===== src/rtl/rob_module_pkg.sv =====
// rob_module_pkg: shared widths, flag/FU/op types and the reorder-buffer entry layout.
package rob_module_pkg;
  localparam int ROB_IDX_SIZE = 4;
  localparam int GPR_SIZE = 32;
  localparam int GPR_IDX_SIZE = 5;
  typedef struct packed {
    logic n;
    logic z;
    logic c;
    logic v;
  } nzcv_t;
  typedef enum logic [1:0] {FU_ALU, FU_MUL, FU_LSU, FU_BRANCH} fu_t;
  typedef enum logic [3:0] {OP_ADD, OP_SUB, OP_AND, OP_ORR, OP_EOR, OP_LSL, OP_LSR, OP_MOV} alu_op_t;
  typedef struct packed {
    logic valid;
    logic done;
    logic [GPR_IDX_SIZE-1:0] dst;
    logic set_nzcv;
    logic [GPR_SIZE-1:0] value;
    nzcv_t nzcv;
  } rob_entry_t;
  function automatic logic [ROB_IDX_SIZE-1:0] wrap_inc(input logic [ROB_IDX_SIZE-1:0] i, input int depth);
    return (int'(i) == depth - 1) ? '0 : i + 1'b1;
  endfunction
endpackage


===== src/rtl/rob_module_if.sv =====
// rob_module_if: register-file, FU and reservation-station signals of the reorder buffer.
interface rob_module_if;
  import rob_module_pkg::*;
  logic in_reg_done;
  logic in_reg_src1_valid, in_reg_src2_valid, in_reg_nzcv_valid;
  logic [GPR_SIZE-1:0] in_reg_src1_value, in_reg_src2_value;
  logic [ROB_IDX_SIZE-1:0] in_reg_src1_rob_index, in_reg_src2_rob_index, in_reg_nzcv_rob_index;
  nzcv_t in_reg_nzcv;
  logic [GPR_IDX_SIZE-1:0] in_reg_dst;
  logic in_reg_set_nzcv, in_reg_instr_uses_nzcv;
  fu_t in_reg_fu_id;
  alu_op_t in_reg_fu_op;
  logic in_fu_done;
  logic [ROB_IDX_SIZE-1:0] in_fu_rob_index;
  logic [GPR_SIZE-1:0] in_fu_value;
  nzcv_t in_fu_nzcv;
  logic [ROB_IDX_SIZE-1:0] out_reg_next_rob_index;
  logic out_full;
  logic out_reg_should_commit;
  logic [GPR_SIZE-1:0] out_reg_commit_value;
  logic [GPR_IDX_SIZE-1:0] out_reg_reg_index;
  logic [ROB_IDX_SIZE-1:0] out_reg_commit_rob_index;
  logic out_reg_set_nzcv;
  nzcv_t out_reg_nzcv;
  logic out_rs_done;
  fu_t out_rs_fu_id;
  alu_op_t out_rs_fu_op;
  logic [ROB_IDX_SIZE-1:0] out_rs_dst_rob_index;
  logic out_rs_src1_valid, out_rs_src2_valid, out_rs_nzcv_valid;
  logic [GPR_SIZE-1:0] out_rs_src1_value, out_rs_src2_value;
  logic [ROB_IDX_SIZE-1:0] out_rs_src1_rob_index, out_rs_src2_rob_index, out_rs_nzcv_rob_index;
  nzcv_t out_rs_nzcv;
  logic out_rs_instr_uses_nzcv, out_rs_set_nzcv;
  modport master (
    output in_reg_done, in_reg_src1_valid, in_reg_src2_valid, in_reg_nzcv_valid,
    output in_reg_src1_value, in_reg_src2_value, in_reg_src1_rob_index, in_reg_src2_rob_index,
    output in_reg_nzcv_rob_index, in_reg_nzcv, in_reg_dst, in_reg_set_nzcv, in_reg_instr_uses_nzcv,
    output in_reg_fu_id, in_reg_fu_op, in_fu_done, in_fu_rob_index, in_fu_value, in_fu_nzcv,
    input out_reg_next_rob_index, out_full, out_reg_should_commit, out_reg_commit_value,
    input out_reg_reg_index, out_reg_commit_rob_index, out_reg_set_nzcv, out_reg_nzcv,
    input out_rs_done, out_rs_fu_id, out_rs_fu_op, out_rs_dst_rob_index,
    input out_rs_src1_valid, out_rs_src1_value, out_rs_src1_rob_index,
    input out_rs_src2_valid, out_rs_src2_value, out_rs_src2_rob_index,
    input out_rs_nzcv_valid, out_rs_nzcv, out_rs_nzcv_rob_index, out_rs_instr_uses_nzcv, out_rs_set_nzcv
  );
  modport slave (
    input in_reg_done, in_reg_src1_valid, in_reg_src2_valid, in_reg_nzcv_valid,
    input in_reg_src1_value, in_reg_src2_value, in_reg_src1_rob_index, in_reg_src2_rob_index,
    input in_reg_nzcv_rob_index, in_reg_nzcv, in_reg_dst, in_reg_set_nzcv, in_reg_instr_uses_nzcv,
    input in_reg_fu_id, in_reg_fu_op, in_fu_done, in_fu_rob_index, in_fu_value, in_fu_nzcv,
    output out_reg_next_rob_index, out_full, out_reg_should_commit, out_reg_commit_value,
    output out_reg_reg_index, out_reg_commit_rob_index, out_reg_set_nzcv, out_reg_nzcv,
    output out_rs_done, out_rs_fu_id, out_rs_fu_op, out_rs_dst_rob_index,
    output out_rs_src1_valid, out_rs_src1_value, out_rs_src1_rob_index,
    output out_rs_src2_valid, out_rs_src2_value, out_rs_src2_rob_index,
    output out_rs_nzcv_valid, out_rs_nzcv, out_rs_nzcv_rob_index, out_rs_instr_uses_nzcv, out_rs_set_nzcv
  );
endinterface


===== src/rtl/rob_operand_resolve.sv =====
// rob_operand_resolve: picks one operand from the register file, a completed ROB entry,
// or (with ROB_WB_BYPASS_EN) the FU result being written back this cycle.
module rob_operand_resolve
  import rob_module_pkg::*;
#(
  parameter int W = GPR_SIZE,
  parameter int D = 2 ** ROB_IDX_SIZE
) (
  input  logic src_valid,
  input  logic [W-1:0] src_value,
  input  logic [ROB_IDX_SIZE-1:0] src_idx,
  input  logic [D-1:0] ready,
  input  logic [W-1:0] data [D],
`ifdef ROB_WB_BYPASS_EN
  input  logic fu_done,
  input  logic [ROB_IDX_SIZE-1:0] fu_idx,
  input  logic [W-1:0] fu_value,
`endif
  output logic valid,
  output logic [W-1:0] value,
  output logic [ROB_IDX_SIZE-1:0] idx
);
  logic byp;
  logic [W-1:0] byp_value;
`ifdef ROB_WB_BYPASS_EN
  assign byp = fu_done && fu_idx == src_idx;
  assign byp_value = fu_value;
`else
  assign byp = 1'b0;
  assign byp_value = '0;
`endif
  assign valid = src_valid || ready[src_idx] || byp;
  assign value = src_valid ? src_value : ready[src_idx] ? data[src_idx] : byp ? byp_value : '0;
  assign idx = src_idx;
endmodule


===== src/rtl/rob_module.sv =====
// rob_module: reorder buffer allocating, dispatching and committing in program order.
// Optional FU-result bypass into operand resolution: define ROB_WB_BYPASS_EN.
module rob_module
  import rob_module_pkg::*;
#(
  parameter int ROB_DEPTH = 2 ** ROB_IDX_SIZE
) (
  input logic in_clk,
  input logic in_rst_n,
  rob_module_if.slave bus
);
  localparam int CW = ROB_IDX_SIZE + 1;
  rob_entry_t ent [ROB_DEPTH];
  logic [ROB_IDX_SIZE-1:0] head, tail;
  logic [CW-1:0] count;
  logic alloc, commit;
  logic [ROB_DEPTH-1:0] ready;
  logic [GPR_SIZE-1:0] vals [ROB_DEPTH];
  logic [3:0] flags [ROB_DEPTH];
  logic s1_valid, s2_valid, n_valid;
  logic [GPR_SIZE-1:0] s1_value, s2_value;
  logic [3:0] n_value;
  logic [ROB_IDX_SIZE-1:0] s1_idx, s2_idx, n_idx;
  assign bus.out_full = count == CW'(ROB_DEPTH);
  assign bus.out_reg_next_rob_index = tail;
  assign alloc = bus.in_reg_done && !bus.out_full;
  // done is registered, so a writeback to head only becomes committable next cycle
  assign commit = count != '0 && ent[head].done;
  always_comb begin
    for (int i = 0; i < ROB_DEPTH; i++) begin
      ready[i] = ent[i].valid && ent[i].done;
      vals[i] = ent[i].value;
      flags[i] = ent[i].nzcv;
    end
  end
  rob_operand_resolve #(.W(GPR_SIZE), .D(ROB_DEPTH)) u_src1 (
    .src_valid(bus.in_reg_src1_valid), .src_value(bus.in_reg_src1_value),
    .src_idx(bus.in_reg_src1_rob_index), .ready(ready), .data(vals),
`ifdef ROB_WB_BYPASS_EN
    .fu_done(bus.in_fu_done), .fu_idx(bus.in_fu_rob_index), .fu_value(bus.in_fu_value),
`endif
    .valid(s1_valid), .value(s1_value), .idx(s1_idx)
  );
  rob_operand_resolve #(.W(GPR_SIZE), .D(ROB_DEPTH)) u_src2 (
    .src_valid(bus.in_reg_src2_valid), .src_value(bus.in_reg_src2_value),
    .src_idx(bus.in_reg_src2_rob_index), .ready(ready), .data(vals),
`ifdef ROB_WB_BYPASS_EN
    .fu_done(bus.in_fu_done), .fu_idx(bus.in_fu_rob_index), .fu_value(bus.in_fu_value),
`endif
    .valid(s2_valid), .value(s2_value), .idx(s2_idx)
  );
  rob_operand_resolve #(.W(4), .D(ROB_DEPTH)) u_nzcv (
    .src_valid(bus.in_reg_nzcv_valid), .src_value(bus.in_reg_nzcv),
    .src_idx(bus.in_reg_nzcv_rob_index), .ready(ready), .data(flags),
`ifdef ROB_WB_BYPASS_EN
    .fu_done(bus.in_fu_done), .fu_idx(bus.in_fu_rob_index), .fu_value(bus.in_fu_nzcv),
`endif
    .valid(n_valid), .value(n_value), .idx(n_idx)
  );
  always_ff @(posedge in_clk or negedge in_rst_n) begin
    if (!in_rst_n) begin
      head <= '0;
      tail <= '0;
      count <= '0;
      for (int i = 0; i < ROB_DEPTH; i++) ent[i] <= '0;
      bus.out_reg_should_commit <= 1'b0;
      bus.out_reg_commit_value <= '0;
      bus.out_reg_reg_index <= '0;
      bus.out_reg_commit_rob_index <= '0;
      bus.out_reg_set_nzcv <= 1'b0;
      bus.out_reg_nzcv <= '0;
      bus.out_rs_done <= 1'b0;
      bus.out_rs_fu_id <= FU_ALU;
      bus.out_rs_fu_op <= OP_ADD;
      bus.out_rs_dst_rob_index <= '0;
      bus.out_rs_src1_valid <= 1'b0;
      bus.out_rs_src1_value <= '0;
      bus.out_rs_src1_rob_index <= '0;
      bus.out_rs_src2_valid <= 1'b0;
      bus.out_rs_src2_value <= '0;
      bus.out_rs_src2_rob_index <= '0;
      bus.out_rs_nzcv_valid <= 1'b0;
      bus.out_rs_nzcv <= '0;
      bus.out_rs_nzcv_rob_index <= '0;
      bus.out_rs_instr_uses_nzcv <= 1'b0;
      bus.out_rs_set_nzcv <= 1'b0;
    end else begin
      if (bus.in_fu_done && ent[bus.in_fu_rob_index].valid && !ent[bus.in_fu_rob_index].done) begin
        ent[bus.in_fu_rob_index].done <= 1'b1;
        ent[bus.in_fu_rob_index].value <= bus.in_fu_value;
        ent[bus.in_fu_rob_index].nzcv <= bus.in_fu_nzcv;
      end
      if (alloc) begin
        ent[tail] <= '{valid: 1'b1, done: 1'b0, dst: bus.in_reg_dst, set_nzcv: bus.in_reg_set_nzcv,
                       value: '0, nzcv: '0};
        tail <= wrap_inc(tail, ROB_DEPTH);
      end
      if (commit) begin
        ent[head].valid <= 1'b0;
        head <= wrap_inc(head, ROB_DEPTH);
      end
      count <= count + CW'(alloc) - CW'(commit);
      bus.out_rs_done <= alloc;
      if (alloc) begin
        bus.out_rs_fu_id <= bus.in_reg_fu_id;
        bus.out_rs_fu_op <= bus.in_reg_fu_op;
        bus.out_rs_dst_rob_index <= tail;
        bus.out_rs_src1_valid <= s1_valid;
        bus.out_rs_src1_value <= s1_value;
        bus.out_rs_src1_rob_index <= s1_idx;
        bus.out_rs_src2_valid <= s2_valid;
        bus.out_rs_src2_value <= s2_value;
        bus.out_rs_src2_rob_index <= s2_idx;
        bus.out_rs_nzcv_valid <= n_valid;
        bus.out_rs_nzcv <= nzcv_t'(n_value);
        bus.out_rs_nzcv_rob_index <= n_idx;
        bus.out_rs_instr_uses_nzcv <= bus.in_reg_instr_uses_nzcv;
        bus.out_rs_set_nzcv <= bus.in_reg_set_nzcv;
      end
      bus.out_reg_should_commit <= commit;
      if (commit) begin
        bus.out_reg_commit_value <= ent[head].value;
        bus.out_reg_reg_index <= ent[head].dst;
        bus.out_reg_commit_rob_index <= head;
        bus.out_reg_set_nzcv <= ent[head].set_nzcv;
        bus.out_reg_nzcv <= ent[head].nzcv;
      end
    end
  end
endmodule


===== src/flat_wrapper.sv =====
// flat-port wrapper written by rule: the top's interface ports become plain ports
module rob_module_flat import rob_module_pkg::*;
#(
  parameter int ROB_DEPTH = 2 ** ROB_IDX_SIZE
)
  (in_clk, in_rst_n, bus_in_reg_done, bus_in_reg_src1_valid, bus_in_reg_src2_valid, bus_in_reg_nzcv_valid, bus_in_reg_src1_value, bus_in_reg_src2_value, bus_in_reg_src1_rob_index, bus_in_reg_src2_rob_index, bus_in_reg_nzcv_rob_index, bus_in_reg_nzcv, bus_in_reg_dst, bus_in_reg_set_nzcv, bus_in_reg_instr_uses_nzcv, bus_in_reg_fu_id, bus_in_reg_fu_op, bus_in_fu_done, bus_in_fu_rob_index, bus_in_fu_value, bus_in_fu_nzcv, bus_out_reg_next_rob_index, bus_out_full, bus_out_reg_should_commit, bus_out_reg_commit_value, bus_out_reg_reg_index, bus_out_reg_commit_rob_index, bus_out_reg_set_nzcv, bus_out_reg_nzcv, bus_out_rs_done, bus_out_rs_fu_id, bus_out_rs_fu_op, bus_out_rs_dst_rob_index, bus_out_rs_src1_valid, bus_out_rs_src1_value, bus_out_rs_src1_rob_index, bus_out_rs_src2_valid, bus_out_rs_src2_value, bus_out_rs_src2_rob_index, bus_out_rs_nzcv_valid, bus_out_rs_nzcv, bus_out_rs_nzcv_rob_index, bus_out_rs_instr_uses_nzcv, bus_out_rs_set_nzcv);
  rob_module_if bus_i ();
  input logic in_clk;
  input logic in_rst_n;
  input wire logic [$bits(bus_i.in_reg_done)-1:0] bus_in_reg_done;
  input wire logic [$bits(bus_i.in_reg_src1_valid)-1:0] bus_in_reg_src1_valid;
  input wire logic [$bits(bus_i.in_reg_src2_valid)-1:0] bus_in_reg_src2_valid;
  input wire logic [$bits(bus_i.in_reg_nzcv_valid)-1:0] bus_in_reg_nzcv_valid;
  input wire logic [$bits(bus_i.in_reg_src1_value)-1:0] bus_in_reg_src1_value;
  input wire logic [$bits(bus_i.in_reg_src2_value)-1:0] bus_in_reg_src2_value;
  input wire logic [$bits(bus_i.in_reg_src1_rob_index)-1:0] bus_in_reg_src1_rob_index;
  input wire logic [$bits(bus_i.in_reg_src2_rob_index)-1:0] bus_in_reg_src2_rob_index;
  input wire logic [$bits(bus_i.in_reg_nzcv_rob_index)-1:0] bus_in_reg_nzcv_rob_index;
  input wire logic [$bits(bus_i.in_reg_nzcv)-1:0] bus_in_reg_nzcv;
  input wire logic [$bits(bus_i.in_reg_dst)-1:0] bus_in_reg_dst;
  input wire logic [$bits(bus_i.in_reg_set_nzcv)-1:0] bus_in_reg_set_nzcv;
  input wire logic [$bits(bus_i.in_reg_instr_uses_nzcv)-1:0] bus_in_reg_instr_uses_nzcv;
  input wire logic [$bits(bus_i.in_reg_fu_id)-1:0] bus_in_reg_fu_id;
  input wire logic [$bits(bus_i.in_reg_fu_op)-1:0] bus_in_reg_fu_op;
  input wire logic [$bits(bus_i.in_fu_done)-1:0] bus_in_fu_done;
  input wire logic [$bits(bus_i.in_fu_rob_index)-1:0] bus_in_fu_rob_index;
  input wire logic [$bits(bus_i.in_fu_value)-1:0] bus_in_fu_value;
  input wire logic [$bits(bus_i.in_fu_nzcv)-1:0] bus_in_fu_nzcv;
  output wire logic [$bits(bus_i.out_reg_next_rob_index)-1:0] bus_out_reg_next_rob_index;
  output wire logic [$bits(bus_i.out_full)-1:0] bus_out_full;
  output wire logic [$bits(bus_i.out_reg_should_commit)-1:0] bus_out_reg_should_commit;
  output wire logic [$bits(bus_i.out_reg_commit_value)-1:0] bus_out_reg_commit_value;
  output wire logic [$bits(bus_i.out_reg_reg_index)-1:0] bus_out_reg_reg_index;
  output wire logic [$bits(bus_i.out_reg_commit_rob_index)-1:0] bus_out_reg_commit_rob_index;
  output wire logic [$bits(bus_i.out_reg_set_nzcv)-1:0] bus_out_reg_set_nzcv;
  output wire logic [$bits(bus_i.out_reg_nzcv)-1:0] bus_out_reg_nzcv;
  output wire logic [$bits(bus_i.out_rs_done)-1:0] bus_out_rs_done;
  output wire logic [$bits(bus_i.out_rs_fu_id)-1:0] bus_out_rs_fu_id;
  output wire logic [$bits(bus_i.out_rs_fu_op)-1:0] bus_out_rs_fu_op;
  output wire logic [$bits(bus_i.out_rs_dst_rob_index)-1:0] bus_out_rs_dst_rob_index;
  output wire logic [$bits(bus_i.out_rs_src1_valid)-1:0] bus_out_rs_src1_valid;
  output wire logic [$bits(bus_i.out_rs_src1_value)-1:0] bus_out_rs_src1_value;
  output wire logic [$bits(bus_i.out_rs_src1_rob_index)-1:0] bus_out_rs_src1_rob_index;
  output wire logic [$bits(bus_i.out_rs_src2_valid)-1:0] bus_out_rs_src2_valid;
  output wire logic [$bits(bus_i.out_rs_src2_value)-1:0] bus_out_rs_src2_value;
  output wire logic [$bits(bus_i.out_rs_src2_rob_index)-1:0] bus_out_rs_src2_rob_index;
  output wire logic [$bits(bus_i.out_rs_nzcv_valid)-1:0] bus_out_rs_nzcv_valid;
  output wire logic [$bits(bus_i.out_rs_nzcv)-1:0] bus_out_rs_nzcv;
  output wire logic [$bits(bus_i.out_rs_nzcv_rob_index)-1:0] bus_out_rs_nzcv_rob_index;
  output wire logic [$bits(bus_i.out_rs_instr_uses_nzcv)-1:0] bus_out_rs_instr_uses_nzcv;
  output wire logic [$bits(bus_i.out_rs_set_nzcv)-1:0] bus_out_rs_set_nzcv;
  assign bus_i.in_reg_done = bus_in_reg_done;
  assign bus_i.in_reg_src1_valid = bus_in_reg_src1_valid;
  assign bus_i.in_reg_src2_valid = bus_in_reg_src2_valid;
  assign bus_i.in_reg_nzcv_valid = bus_in_reg_nzcv_valid;
  assign bus_i.in_reg_src1_value = bus_in_reg_src1_value;
  assign bus_i.in_reg_src2_value = bus_in_reg_src2_value;
  assign bus_i.in_reg_src1_rob_index = bus_in_reg_src1_rob_index;
  assign bus_i.in_reg_src2_rob_index = bus_in_reg_src2_rob_index;
  assign bus_i.in_reg_nzcv_rob_index = bus_in_reg_nzcv_rob_index;
  assign bus_i.in_reg_nzcv = bus_in_reg_nzcv;
  assign bus_i.in_reg_dst = bus_in_reg_dst;
  assign bus_i.in_reg_set_nzcv = bus_in_reg_set_nzcv;
  assign bus_i.in_reg_instr_uses_nzcv = bus_in_reg_instr_uses_nzcv;
  assign bus_i.in_reg_fu_id = bus_in_reg_fu_id;
  assign bus_i.in_reg_fu_op = bus_in_reg_fu_op;
  assign bus_i.in_fu_done = bus_in_fu_done;
  assign bus_i.in_fu_rob_index = bus_in_fu_rob_index;
  assign bus_i.in_fu_value = bus_in_fu_value;
  assign bus_i.in_fu_nzcv = bus_in_fu_nzcv;
  assign bus_out_reg_next_rob_index = bus_i.out_reg_next_rob_index;
  assign bus_out_full = bus_i.out_full;
  assign bus_out_reg_should_commit = bus_i.out_reg_should_commit;
  assign bus_out_reg_commit_value = bus_i.out_reg_commit_value;
  assign bus_out_reg_reg_index = bus_i.out_reg_reg_index;
  assign bus_out_reg_commit_rob_index = bus_i.out_reg_commit_rob_index;
  assign bus_out_reg_set_nzcv = bus_i.out_reg_set_nzcv;
  assign bus_out_reg_nzcv = bus_i.out_reg_nzcv;
  assign bus_out_rs_done = bus_i.out_rs_done;
  assign bus_out_rs_fu_id = bus_i.out_rs_fu_id;
  assign bus_out_rs_fu_op = bus_i.out_rs_fu_op;
  assign bus_out_rs_dst_rob_index = bus_i.out_rs_dst_rob_index;
  assign bus_out_rs_src1_valid = bus_i.out_rs_src1_valid;
  assign bus_out_rs_src1_value = bus_i.out_rs_src1_value;
  assign bus_out_rs_src1_rob_index = bus_i.out_rs_src1_rob_index;
  assign bus_out_rs_src2_valid = bus_i.out_rs_src2_valid;
  assign bus_out_rs_src2_value = bus_i.out_rs_src2_value;
  assign bus_out_rs_src2_rob_index = bus_i.out_rs_src2_rob_index;
  assign bus_out_rs_nzcv_valid = bus_i.out_rs_nzcv_valid;
  assign bus_out_rs_nzcv = bus_i.out_rs_nzcv;
  assign bus_out_rs_nzcv_rob_index = bus_i.out_rs_nzcv_rob_index;
  assign bus_out_rs_instr_uses_nzcv = bus_i.out_rs_instr_uses_nzcv;
  assign bus_out_rs_set_nzcv = bus_i.out_rs_set_nzcv;
  rob_module #(.ROB_DEPTH(ROB_DEPTH)) u_core (.in_clk(in_clk), .in_rst_n(in_rst_n), .bus(bus_i));
endmodule

===== config.mk =====
export PLATFORM = sky130hd
export DESIGN_NAME = rob_module_flat
export DESIGN_NICKNAME = d
export VERILOG_FILES = /design/src/rtl/rob_module_pkg.sv /design/src/rtl/rob_module_if.sv /design/src/rtl/rob_operand_resolve.sv /design/src/rtl/rob_module.sv /design/src/flat_wrapper.sv
export SDC_FILE = /design/constraint.sdc
export NUM_CORES = 2
export LEC_CHECK = 0
export ABC_AREA = 1
export BUFFER_PORTS_ARGS = -buffer_cell sky130_fd_sc_hd__buf_4
export CORE_ASPECT_RATIO = 0.75
export CORE_UTILIZATION = 25
export CTS_BUF_LIST = sky130_fd_sc_hd__clkbuf_8 sky130_fd_sc_hd__clkbuf_16
export DETAILED_ROUTE_END_ITERATION = 12
export PLACE_DENSITY_LB_ADDON = 0.08
export SLEW_MARGIN = 20
export SYNTH_ARGS = -nofsm -noshare
export SYNTH_HDL_FRONTEND = slang
export SYNTH_HIERARCHICAL = 1
export SYNTH_SLANG_ARGS = --single-unit

===== constraint.sdc =====
create_clock -name in_clk -period 8.33 [get_ports in_clk]
set_clock_uncertainty 0.15 [all_clocks]
set_input_delay 0.4165 -clock in_clk [delete_from_list [all_inputs] [get_ports in_clk]]
set_output_delay 0.4165 -clock in_clk [all_outputs]
set_load 0.03 [all_outputs]

==> results_dict.tcl <==
set metrics [dict create \
    setup_viol 0 \
    synth-main-ff-cell "dfrtp_1" \
    reg2reg_from "u_core/head[1]" \
    hold_viol 0 \
    maxSlewViolCount 0 \
    reg2reg_depth 14 \
    place.detailed.hpwl_mm 164.4 \
    routed_wirelength_mm 296.5 \
    critical_path.top_delay_family "compound AO/OA/AOI/OAI gates" \
    r2r_slack_ns 3.60 \
    synth-edff-count 0 \
    cts_tree "built" \
    cap_viol_max_count 0 \
    ys_types 35 \
    hold_start "bus_in_reg_src2_valid" \
    critPathLaunch "u_core/head[1]" \
    cp.depth 14 \
    fmax_mhz 211.2 \
    final_core_util 0.2908 \
    io_pins 288 \
    hp-class "in -> reg" \
    grt_first_pass_wirelength_mm 422.8 \
    cts_made_buffers 111 \
    syn_inst 9824 \
    via_per_inst 4.698 \
    grt_pass1_vias 56971 \
    syn_area_per_cell_sq_um 5.997 \
    ys_warn_count 6 \
    dr.first_iter.drc_count 6283 \
    gp_congestion 0.8060 \
    rsz0062_at_grt "false" \
    p_per_area_nw_per_um2 351.3 \
    grt_max_degree 154 \
    max_slew_margin 0.2176 \
    die_h_um 422.4 \
    slowest_stage "dfrtp_4" \
    fin_setup_tns_ns 0 \
    yosys.area.top_type "dfrtp_1" \
    nFillCells 25878 \
    die_w_um 562.5 \
    synth-seq-area-share 0.3653 \
    track_usage 0.2446 \
    grt-ovfl-total 0 \
    synthesis.nets 9979 \
    root_buffer "clkbuf_16" \
    start_kind "register" \
    period_share 0.5684 \
    cts.sinks 860 \
    seqCellArea_sq_um 21530 \
    initial_utilization 0.2529 \
    status "completed" \
    slowest_delay_ns 0.99 \
    core_area_sq_um 233000 \
    syn_area_sq_um 58910 \
    vdd_drop_max_mv 0.2771 \
    cts.clk_slew.worst_paths_ns 0.06 \
    crit_fanout 49 \
    crit_type "reg -> reg" \
    layout-area-overhead-vs-synth_pct 15.02 \
    worst_slew_pin_slew_ns 1.164 \
    crit_arrival_ns 5.28 \
    cp_cell_sequence "buf_4, o21ai_0, o21ai_0, nand2_1, nand2_1, o21a_4, ha_1, inv_1, ha_1, fa_1, a21oi_1, nor2_1, nor2_1, xor2_1" \
    synth-seq-cells 860 \
    async_flop_share 1.000 \
    yosysMostFrequentCell "nand2_1" \
    yosys-top-cells-area "dfrtp_1 37%, nand2_1 23%, inv_1 9.6%" \
    post_drt_wl_per_cell_um 22.89 \
    netlist.area_leader.share 0.3653 \
    clock_path_buffers 3 \
    total_leakage_power_nw 38.55 \
    worstPathRequired_ns 8.88 \
    synthTopCellsByCount "3575 x nand2_1, 1508 x inv_1, 1270 x nor2_1, 924 x nand3_1, 860 x dfrtp_1" \
    fin_crit_ns 4.734 \
    endpoint_kind "register" \
    firstDrtPassIters 6 \
    crit_buf_inv 2 \
    crit_end "u_core/count[4]" \
    portBuffers 287 \
    num-nets-final 9915 \
    antenna_left 0 \
    die-area_sq_um 237600 \
    drc_errors 0 \
    dr_total_vias 60864 \
    antenna_found_initial 12 \
    htreeDepth 3 \
    regToRegEndpoint "u_core/count[4]" \
    num_rows 153 \
    layout-drive-gt1-share 0.06416 \
    multi_input_area_sq_um 28450 \
    power_w 0.02380 \
    clock_latency_ns 0.79 \
]
==> how the worst min path moves through the flow <==
stage / depth (start not counted) / endpoint / slack [ns]
after floorplan: 0 / asynchronous set/reset pin / -0.03
final: 5 / u_core/bus.out_rs_src2_value[16] / 0.06
after detailed placement: 2 / u_core/bus.out_rs_src1_value[17] / 0.32
after CTS: 3 / register / 0.002
after global placement: 2 / register / 0.31
after global routing: 5 / u_core/bus.out_rs_src2_value[16] / 0.05
==> metal layers <==
metal | vias to the layer above | GRT usage | part of all wire
met3 | 433 | 0.02708 | 0.058
li1 | 29343 | - | -
met5 | - | 0 | 0
met1 | 28988 | 0.3461 | 0.47
met4 | 0 | 0.06964 | 0.031
met2 | 2100 | 0.3904 | 0.44
==> tightest hold or removal path, stage by stage <==
cell and delay (ns):
buf_4 0.25, nand2_1 0.12, nand2_1 0.05, nand2_1 0.06
nand2_1 0.04
==> repair_timing <==
item	in CTS	in global routing
resized for setup	0	0
setup buffers	0	0
hold endpoints to repair	772	0
hold buffers	137	0
==> layout make-up <==
type,instances,share of cell area
antenna,4,0.0001477
clock buffer,138,0.04664
clock inverter,65,0.007700
inverter,1518,0.08494
multi-input combinational,6744,0.4199
sequential,860,0.3177
tap,3100,0.05724
timing repair buffer,525,0.06568
==> power breakdown <==
part | switching (W) | internal, W
Clock | 0.00220 | 0.00285
Combinational | 0.00755 | 0.00343
Sequential | 0.00174 | 0.00602
Total | 0.0115 | 0.0123
==> cell families (layout without fill, tap and decap cells) <==
group                      count (synthesis)  after routing  share of synthesized area
other                                      0              4                          0
and+or+nand+nor                         5792           5792                     0.3924
adders and majority gates                 15             15                   0.003313
AOI/OAI and AO/OA                        931            931                    0.08255
DFF                                      860            860                     0.3653
buffers and inverters                   2220           2246                     0.1555
xor gates and xnor gates                   6              6                  0.0008920
==> through the flow <==
stage	worst slack, ns	instances	cell area [sq um]	hold slack, ns
after floorplan	5.224	9824	58910	-0.02909
after global placement	3.578	12610	62680	0.3105
after detailed placement	3.630	12610	62690	0.3161
after CTS	3.580	12950	67740	0.002277
after global routing	3.417	12950	67750	0.05011
final	3.596	12954	67760	0.06038
==> placed cells by master (no fill, tap or decap), types with 5 or more instances in the layout <==
master,instances
nand2_1,3558
inv_1,1523
nor2_1,1268
nand3_1,922
dfrtp_1,858
o21ai_0,460
a21oi_1,384
buf_4,370
dlygate4sd3_1,137
clkbuf_16,112
o31ai_1,36
clkbuf_8,26
o22ai_1,24
clkinv_2,22
nand3_4,19
nand2_4,16
a2bb2oi_1,14
ha_1,14
buf_12,10
clkinvlp_4,7
bufinv_16,6
o211ai_1,6
xor2_1,6
inv_2,6
inv_6,5
buf_6,5
(Power assumes the default switching activity.)
